==> config.mk <==
export PLATFORM = sky130hd
export DESIGN_NAME = mux2to1_reg_flat
export DESIGN_NICKNAME = d
export VERILOG_FILES = /design/src/rtl/mux2to1_reg_if.sv /design/src/rtl/mux2to1_reg.sv /design/src/flat_wrapper.sv
export SDC_FILE = /design/constraint.sdc
export NUM_CORES = 1
export LEC_CHECK = 0
export BUFFER_PORTS_ARGS = -buffer_cell sky130_fd_sc_hd__buf_4
export CAP_MARGIN = 10
export CORE_MARGIN = 2
export CORE_UTILIZATION = 52
export CTS_CLUSTER_SIZE = 30
export DETAILED_ROUTE_END_ITERATION = 8
export MAX_ROUTING_LAYER = met4
export PLACE_DENSITY = 0.77
export RECOVER_POWER = 100
export SYNTH_ARGS = -nofsm -noshare
export SYNTH_HDL_FRONTEND = slang
export SYNTH_SLANG_ARGS = --single-unit
==> constraint.sdc <==
create_clock -name clk -period 1.93 [get_ports clk]
set_input_delay 0.386 -clock clk [delete_from_list [all_inputs] [get_ports clk]]
set_output_delay 0.386 -clock clk [all_outputs]
set_load 0.1 [all_outputs]
==> src/rtl/mux2to1_reg_if.sv <==
// Bus bundle for mux2to1_reg: selector inputs, qualifiers and the result/status outputs.
// master drives data and select; slave is the selector itself.
interface mux2to1_reg_if #(
  parameter int WIDTH     = 1,
  parameter int CNT_WIDTH = 16
);

  logic [WIDTH-1:0]     in0;
  logic [WIDTH-1:0]     in1;
  logic                 sel;
  logic                 in_valid;
  logic                 cnt_clr;
  logic [WIDTH-1:0]     out;
  logic                 out_valid;
  logic [CNT_WIDTH-1:0] switch_cnt;

  modport master (
    output in0,
    output in1,
    output sel,
    output in_valid,
    output cnt_clr,
    input  out,
    input  out_valid,
    input  switch_cnt
  );

  modport slave (
    input  in0,
    input  in1,
    input  sel,
    input  in_valid,
    input  cnt_clr,
    output out,
    output out_valid,
    output switch_cnt
  );

endinterface

==> src/rtl/mux2to1_reg.sv <==
// Parameterised 2:1 data selector with optional output register, valid tracking
// and a saturating counter of accepted select changes.
module mux2to1_reg #(
  parameter int WIDTH        = 1,
  parameter int CNT_WIDTH    = 16,
  parameter bit REGISTER_OUT = 1'b1
) (
  input logic          clk,
  input logic          rst_n,
  mux2to1_reg_if.slave bus
);

  localparam logic [CNT_WIDTH-1:0] CNT_MAX = {CNT_WIDTH{1'b1}};

  logic [WIDTH-1:0]     mux_sel;

  logic                 out_valid_q;
  logic                 out_valid_d;
  logic                 last_sel_q;
  logic                 last_sel_d;
  logic                 last_sel_valid_q;
  logic                 last_sel_valid_d;
  logic [CNT_WIDTH-1:0] switch_cnt_q;
  logic [CNT_WIDTH-1:0] switch_cnt_d;
  logic                 switch_hit;

  assign mux_sel = bus.sel ? bus.in1 : bus.in0;

  // A change only counts against a select value that was itself accepted.
  assign switch_hit = bus.in_valid && last_sel_valid_q && (bus.sel != last_sel_q);

  always_comb begin
    out_valid_d      = bus.in_valid;
    last_sel_d       = last_sel_q;
    last_sel_valid_d = last_sel_valid_q;
    switch_cnt_d     = switch_cnt_q;

    if (bus.in_valid) begin
      last_sel_d       = bus.sel;
      last_sel_valid_d = 1'b1;
    end

    if (bus.cnt_clr) begin
      switch_cnt_d = '0;
    end else if (switch_hit && (switch_cnt_q != CNT_MAX)) begin
      switch_cnt_d = switch_cnt_q + 1'b1;
    end
  end

  always_ff @(posedge clk or negedge rst_n) begin
    if (!rst_n) begin
      out_valid_q      <= 1'b0;
      last_sel_q       <= 1'b0;
      last_sel_valid_q <= 1'b0;
      switch_cnt_q     <= '0;
    end else begin
      out_valid_q      <= out_valid_d;
      last_sel_q       <= last_sel_d;
      last_sel_valid_q <= last_sel_valid_d;
      switch_cnt_q     <= switch_cnt_d;
    end
  end

  generate
    if (REGISTER_OUT) begin : g_reg_out
      logic [WIDTH-1:0] out_q;
      logic [WIDTH-1:0] out_d;

      always_comb begin
        out_d = out_q;
        if (bus.in_valid) begin
          out_d = mux_sel;
        end
      end

      always_ff @(posedge clk or negedge rst_n) begin
        if (!rst_n) begin
          out_q <= '0;
        end else begin
          out_q <= out_d;
        end
      end

      assign bus.out = out_q;
    end else begin : g_comb_out
      // Unregistered mode follows the inputs directly; out_valid stays registered.
      assign bus.out = mux_sel;
    end
  endgenerate

  assign bus.out_valid  = out_valid_q;
  assign bus.switch_cnt = switch_cnt_q;

endmodule

==> src/flat_wrapper.sv <==
// flat-port wrapper written by rule: the top's interface ports become plain ports
module mux2to1_reg_flat 
#(
  parameter int WIDTH        = 1,
  parameter int CNT_WIDTH    = 16,
  parameter bit REGISTER_OUT = 1'b1
)
  (clk, rst_n, bus_in0, bus_in1, bus_sel, bus_in_valid, bus_cnt_clr, bus_out, bus_out_valid, bus_switch_cnt);
  mux2to1_reg_if #(.WIDTH(WIDTH), .CNT_WIDTH(CNT_WIDTH)) bus_i ();
  input logic clk;
  input logic rst_n;
  input wire logic [$bits(bus_i.in0)-1:0] bus_in0;
  input wire logic [$bits(bus_i.in1)-1:0] bus_in1;
  input wire logic [$bits(bus_i.sel)-1:0] bus_sel;
  input wire logic [$bits(bus_i.in_valid)-1:0] bus_in_valid;
  input wire logic [$bits(bus_i.cnt_clr)-1:0] bus_cnt_clr;
  output wire logic [$bits(bus_i.out)-1:0] bus_out;
  output wire logic [$bits(bus_i.out_valid)-1:0] bus_out_valid;
  output wire logic [$bits(bus_i.switch_cnt)-1:0] bus_switch_cnt;
  assign bus_i.in0 = bus_in0;
  assign bus_i.in1 = bus_in1;
  assign bus_i.sel = bus_sel;
  assign bus_i.in_valid = bus_in_valid;
  assign bus_i.cnt_clr = bus_cnt_clr;
  assign bus_out = bus_i.out;
  assign bus_out_valid = bus_i.out_valid;
  assign bus_switch_cnt = bus_i.switch_cnt;
  mux2to1_reg #(.WIDTH(WIDTH), .CNT_WIDTH(CNT_WIDTH), .REGISTER_OUT(REGISTER_OUT)) u_core (.clk(clk), .rst_n(rst_n), .bus(bus_i));
endmodule
After elaboration in Yosys (flattened, before gate mapping)
Index checks and enable logic that the tools add are counted.
{"block": "word_totals", "ff_bits": 20, "latchBits": 0, "ramBits": 0, "romBits": 0, "out_inout_bits": 18, "mem_count": 0}
{"block": "op_classes", "addsub": 1, "mul": 0, "div_mod_pow": 0, "magnitude_cmp": 0, "eq_ne": 2, "n_shift": 0, "n_mux": 3, "n_bitwise": 0, "n_reduce_logical": 4}
{"op": "$mux W16", "count": 2}
{"op": "$add A16 B1 Y16 const B", "count": 1}
{"op": "$ne A16 B16 Y1 const B", "count": 1}
{"op": "$logic_and A1 B1 Y1", "count": 3}
{"op": "$reduce_bool A2 Y1", "count": 1}
{"op": "$mux W1", "count": 1}
{"op": "$ne A1 B1 Y1", "count": 1}

Depth between registers and ports, before layout
{"block": "depth", "ltp_word": 5, "depth_mapped": 6, "depth_no_buf": 5}

Worst setup path before layout
Ideal clock, no wire load.
{"block": "synth_timing", "kind": "reg2reg", "start": "register u_core.switch_cnt_q[0], in the netlist u_core.bus.switch_cnt[0]", "end": "register u_core.switch_cnt_q[14], in the netlist u_core.bus.switch_cnt[14]", "t_arrival_ns": 2.343, "t_required_ns": 1.805, "path_slack_ns": -0.538, "stages_incl_launch_ff": 6, "path_buffers": 0, "synth_period_minus_slack_ns": 2.468, "cell_sequence": "dfrtp_1 > ha_1 > nand4_1 > nand3b_2 > nor4_1 > mux2_2"}
{"block": "synth_between", "elab_chain_len": 3, "elab_cells_between_ends": 6, "classes_between": "add/sub: 1; eq/ne: 1; mux: 2; reduce/logical: 2"}
{"element": "from (decl)", "line": "mux2to1_reg.sv:23", "text": "logic [CNT_WIDTH-1:0] switch_cnt_q;"}
{"element": "from (signal assigned)", "line": "mux2to1_reg.sv:60", "text": "switch_cnt_q <= switch_cnt_d;"}
{"element": "$add A16 B1 Y16 / $ne A16 B16 Y1 (equally long branches)", "line": "mux2to1_reg.sv:46, mux2to1_reg.sv:45"}
{"element": "$mux W16 / $logic_and A1 B1 Y1 (equally long branches)", "line": "mux2to1_reg.sv:45", "text": "end else if (switch_hit && (switch_cnt_q != CNT_MAX)) begin"}
{"element": "$mux W16 / $reduce_bool A2 Y1 (equally long branches)"}
Several ways; a longest one is shown, not always the timed one. The select of a mux whose other input is x is not followed.
A chain may end at the register's enable or synchronous reset.

Worst setup path in the final report
{"block": "layout_timing", "start": "register u_core.switch_cnt_q[0], in the netlist u_core.bus.switch_cnt[0]", "end": "register u_core.switch_cnt_q[11], in the netlist u_core.bus.switch_cnt[11]"}
The elaborated chain is that of the path after synthesis.

==> reports/results.tsv <==
metric	value	unit
Data arrival, critical path	2000	ps
GR Overflow Total	0	
DRT Pass-1 Iters	4	
Net Sw Power	0.0002260	W
Cell Int Power	0.0005685	W
# setup viols final	0	
Avg Inst Size Synth	9.813	um^2
peak supply drop	0.5533	mV
Slew @ Worst Pin	1044	ps
nets	144	
Post-synth EDFFs	0	
CP endpoint kind	flip-flop	
Hold Path Class	input port to flip-flop	
placed cells	157	
Yosys top cell by area	dfrtp_1	
period utilization	0.9300	
Yosys cell types	29	
Yosys top cell area share	0.4723	
initial core utilization	0.5457	
worst skew pair latency	310	ps
fraction of synthesized cell area in xor and xnor cells	0.01535	
Tmin final	1795	ps
Synth area leaders	dfrtp_1 (47%), a21oi_1 (6.6%), o31ai_1 (6.4%)	
multiplexer share of the synthesized area	0.05195	
Seq/Total Area, Yosys	0.4723	
CTS root buffer	clkbuf_4	
Critical Path Source Type	flip-flop	
CP max FO	20	
clock share of power	0.315	
commonest non-fill, non-tap cell in the layout	clkbuf_2	
I/O pin count	25	
Post-CTS Setup Inserts	0	
area growth from synthesis to layout	24.08	%
chip width	49.15	um
initial drt markers	14	
first-pass GRT wire length	3732	um
hold slack	264.2	ps
Final Cell Area	1315	um^2
WL final	2124	um
post-synthesis compound-gate area fraction	0.1488	
Synth Register Bits	20	
Mapped Area	1060	um^2
clock-pin slew of the registers on the worst-case setup and hold paths	120	ps
CTS Buffer Depth	2	
Syn Nets	116	
RePlAce Congestion	0.8120	
via count	935	
Final WS setup	135.1	ps
pin count of the biggest net entering global routing	21	
Static Leak	0.5121	nW
most frequent cells in the layout	clkbuf_2 (18), a21oi_1 (14), dfrtp_2 (14), o31ai_1 (9), or4_1 (8)	
# diodes	0	
Detail Placement HPWL	1514	um
CTS buffer count	3	
die height	49.15	um
die area	2415	um^2
WP data required	2130	ps
Comb pwr share	0.136	
vias in the first global route	875	
Mapped Cells	108	
RSZ-0062 raised after global routing	no	
Via-to-Cell Ratio	5.772	
std cell rows	16	
antenna-violating nets left	0	
share of post-route cells with drive strength above 1	0.4074	
GRT Util Overall	0.2055	
MaxCap Viol Count	0	
CTS tree	built	
Synth Flop Type	dfrtp_1	
Synth warnings	0	
filler instances	180	
placed cell areas	1328	um^2
total core area	1942	um^2
total power divided by cell area	604.1	nW/um^2
post-route insts no fill	162	
port buffer count	24	
Adder-Cell Fraction of Synth Area	0.01181	
initial antenna violation count	0	
Sequential Power Share	0.550	
DR WL/cell	13.11	um
reg2reg setup slack	140	ps
DRC Markers	0	
main combinational cell family by area after synthesis	simple AND/OR/NAND/NOR gates	
Async S/R FF share, synth	1.000	
Sw Ratio	0.2844	
run status	finished clean	
Fmax	557.1	MHz
Max Slew Vio Count	0	
number of H-tree levels	1	
clock sinks	20	
worst setup path class	flip-flop to flip-flop	
Layout Skew	3.204	ps
final hold viol count	0	
Synth Area in Simple Gates	0.2704	
Rel. slew slack	0.3039	
dpl ws	144.1	ps
## through the flow
stage,TNS (ps),util,total power (W)
finish,0,0.6772,0.0007944
global route,0,0.6772,0.0008248
floorplan,-24.54,-,0.0005224
global placement,0,0.6836,0.0005575
detailed placement,0,0.6836,0.0005592
CTS,0,0.7075,0.0008052
## path summary, 6_finish.rpt
path	startpoint	to	depth (start not counted)
worst max-delay path	u_core.bus.switch_cnt[0]$_DFFE_PN0P_	u_core.bus.switch_cnt[11]$_DFFE_PN0P_	6
worst min register to register	u_core.last_sel_valid_q$_DFFE_PN0P_	u_core.last_sel_valid_q$_DFFE_PN0P_	1
worst max register to register	u_core.bus.switch_cnt[0]$_DFFE_PN0P_	u_core.bus.switch_cnt[11]$_DFFE_PN0P_	6
min in group asynchronous	rst_n	u_core.bus.switch_cnt[8]$_DFFE_PN0P_	2
worst min-delay path	bus_in_valid	u_core.bus.out_valid$_DFF_PN0_	1
max in group asynchronous	rst_n	u_core.bus.switch_cnt[0]$_DFFE_PN0P_	2
## worst max-delay path: stages, from the launching register on
cell,delay (ps)
dfrtp_4,510
ha_2,200
nand4_1,110
nor4_1,80
buf_12,160
nor4_1,250
mux2_2,370
## sequential cells by signal, summed over array words and instances, names as in the netlist
signal                   flops
u_core.bus.switch_cnt       16
u_core.last_sel_valid_q      1
u_core.last_sel_q            1
u_core.bus.out_valid         1
u_core.bus.out               1
## layout make-up
type / count / area, um^2 / share of cell area
Multi-Input combinational cell: 80 / 539.3 / 0.4101
Inverter: 4 / 15.01 / 0.01142
Tap cell: 27 / 33.78 / 0.02569
Sequential cell: 20 / 525.5 / 0.3996
Clock buffer: 4 / 36.28 / 0.02759
Timing Repair Buffer: 27 / 165.2 / 0.1256
## synthesized netlist by cell type, drive strengths merged (2+ instances only)
library cell / instances
nand3: 6
clkbuf: 2
nor4: 4
buf: 2
o21ai: 4
nor2b: 3
inv: 4
nand2: 5
o31ai: 9
a21oi: 14
or3: 4
mux2: 4
dfrtp: 20
or4: 8
nor2: 4
nand4: 4
and4: 2
## power groups by stage
stage | sequential [W] | clock, W | combinational [W]
2_1_floorplan | 0.000492 | 0 | 0.0000302
3_3_place_gp | 0.000445 | 0 | 0.000113
3_5_place_dp | 0.000445 | 0 | 0.000114
4_1_cts | 0.000437 | 0.000252 | 0.000116
5_1_grt | 0.000438 | 0.000270 | 0.000117
6_report | 0.000437 | 0.000250 | 0.000108
## cells by family after synthesis
| group | count (synthesis) |
|---|---|
| compound gates | 27 |
| xor+xnor | 1 |
| fa+ha+maj | 1 |
| buf+inv | 8 |
| flops | 20 |
| mux | 5 |
| simple gates | 46 |
## per-layer routing
| metal | track usage | part of all wire | vias up |
|---|---|---|---|
| met2 | 0.3401 | 0.49 | 19 |
| met3 | 0.03374 | 0.037 | 4 |
| met1 | 0.2405 | 0.45 | 445 |
| met5 | - | 0 | - |
| li1 | - | - | 467 |
| met4 | 0.1048 | 0.019 | 0 |
## timing repair
item,CTS,global route
hold endpoints to repair,20,0
hold buffers,1,0
resized for setup,0,0
Note: power is estimated with default switching activity, not from simulation.
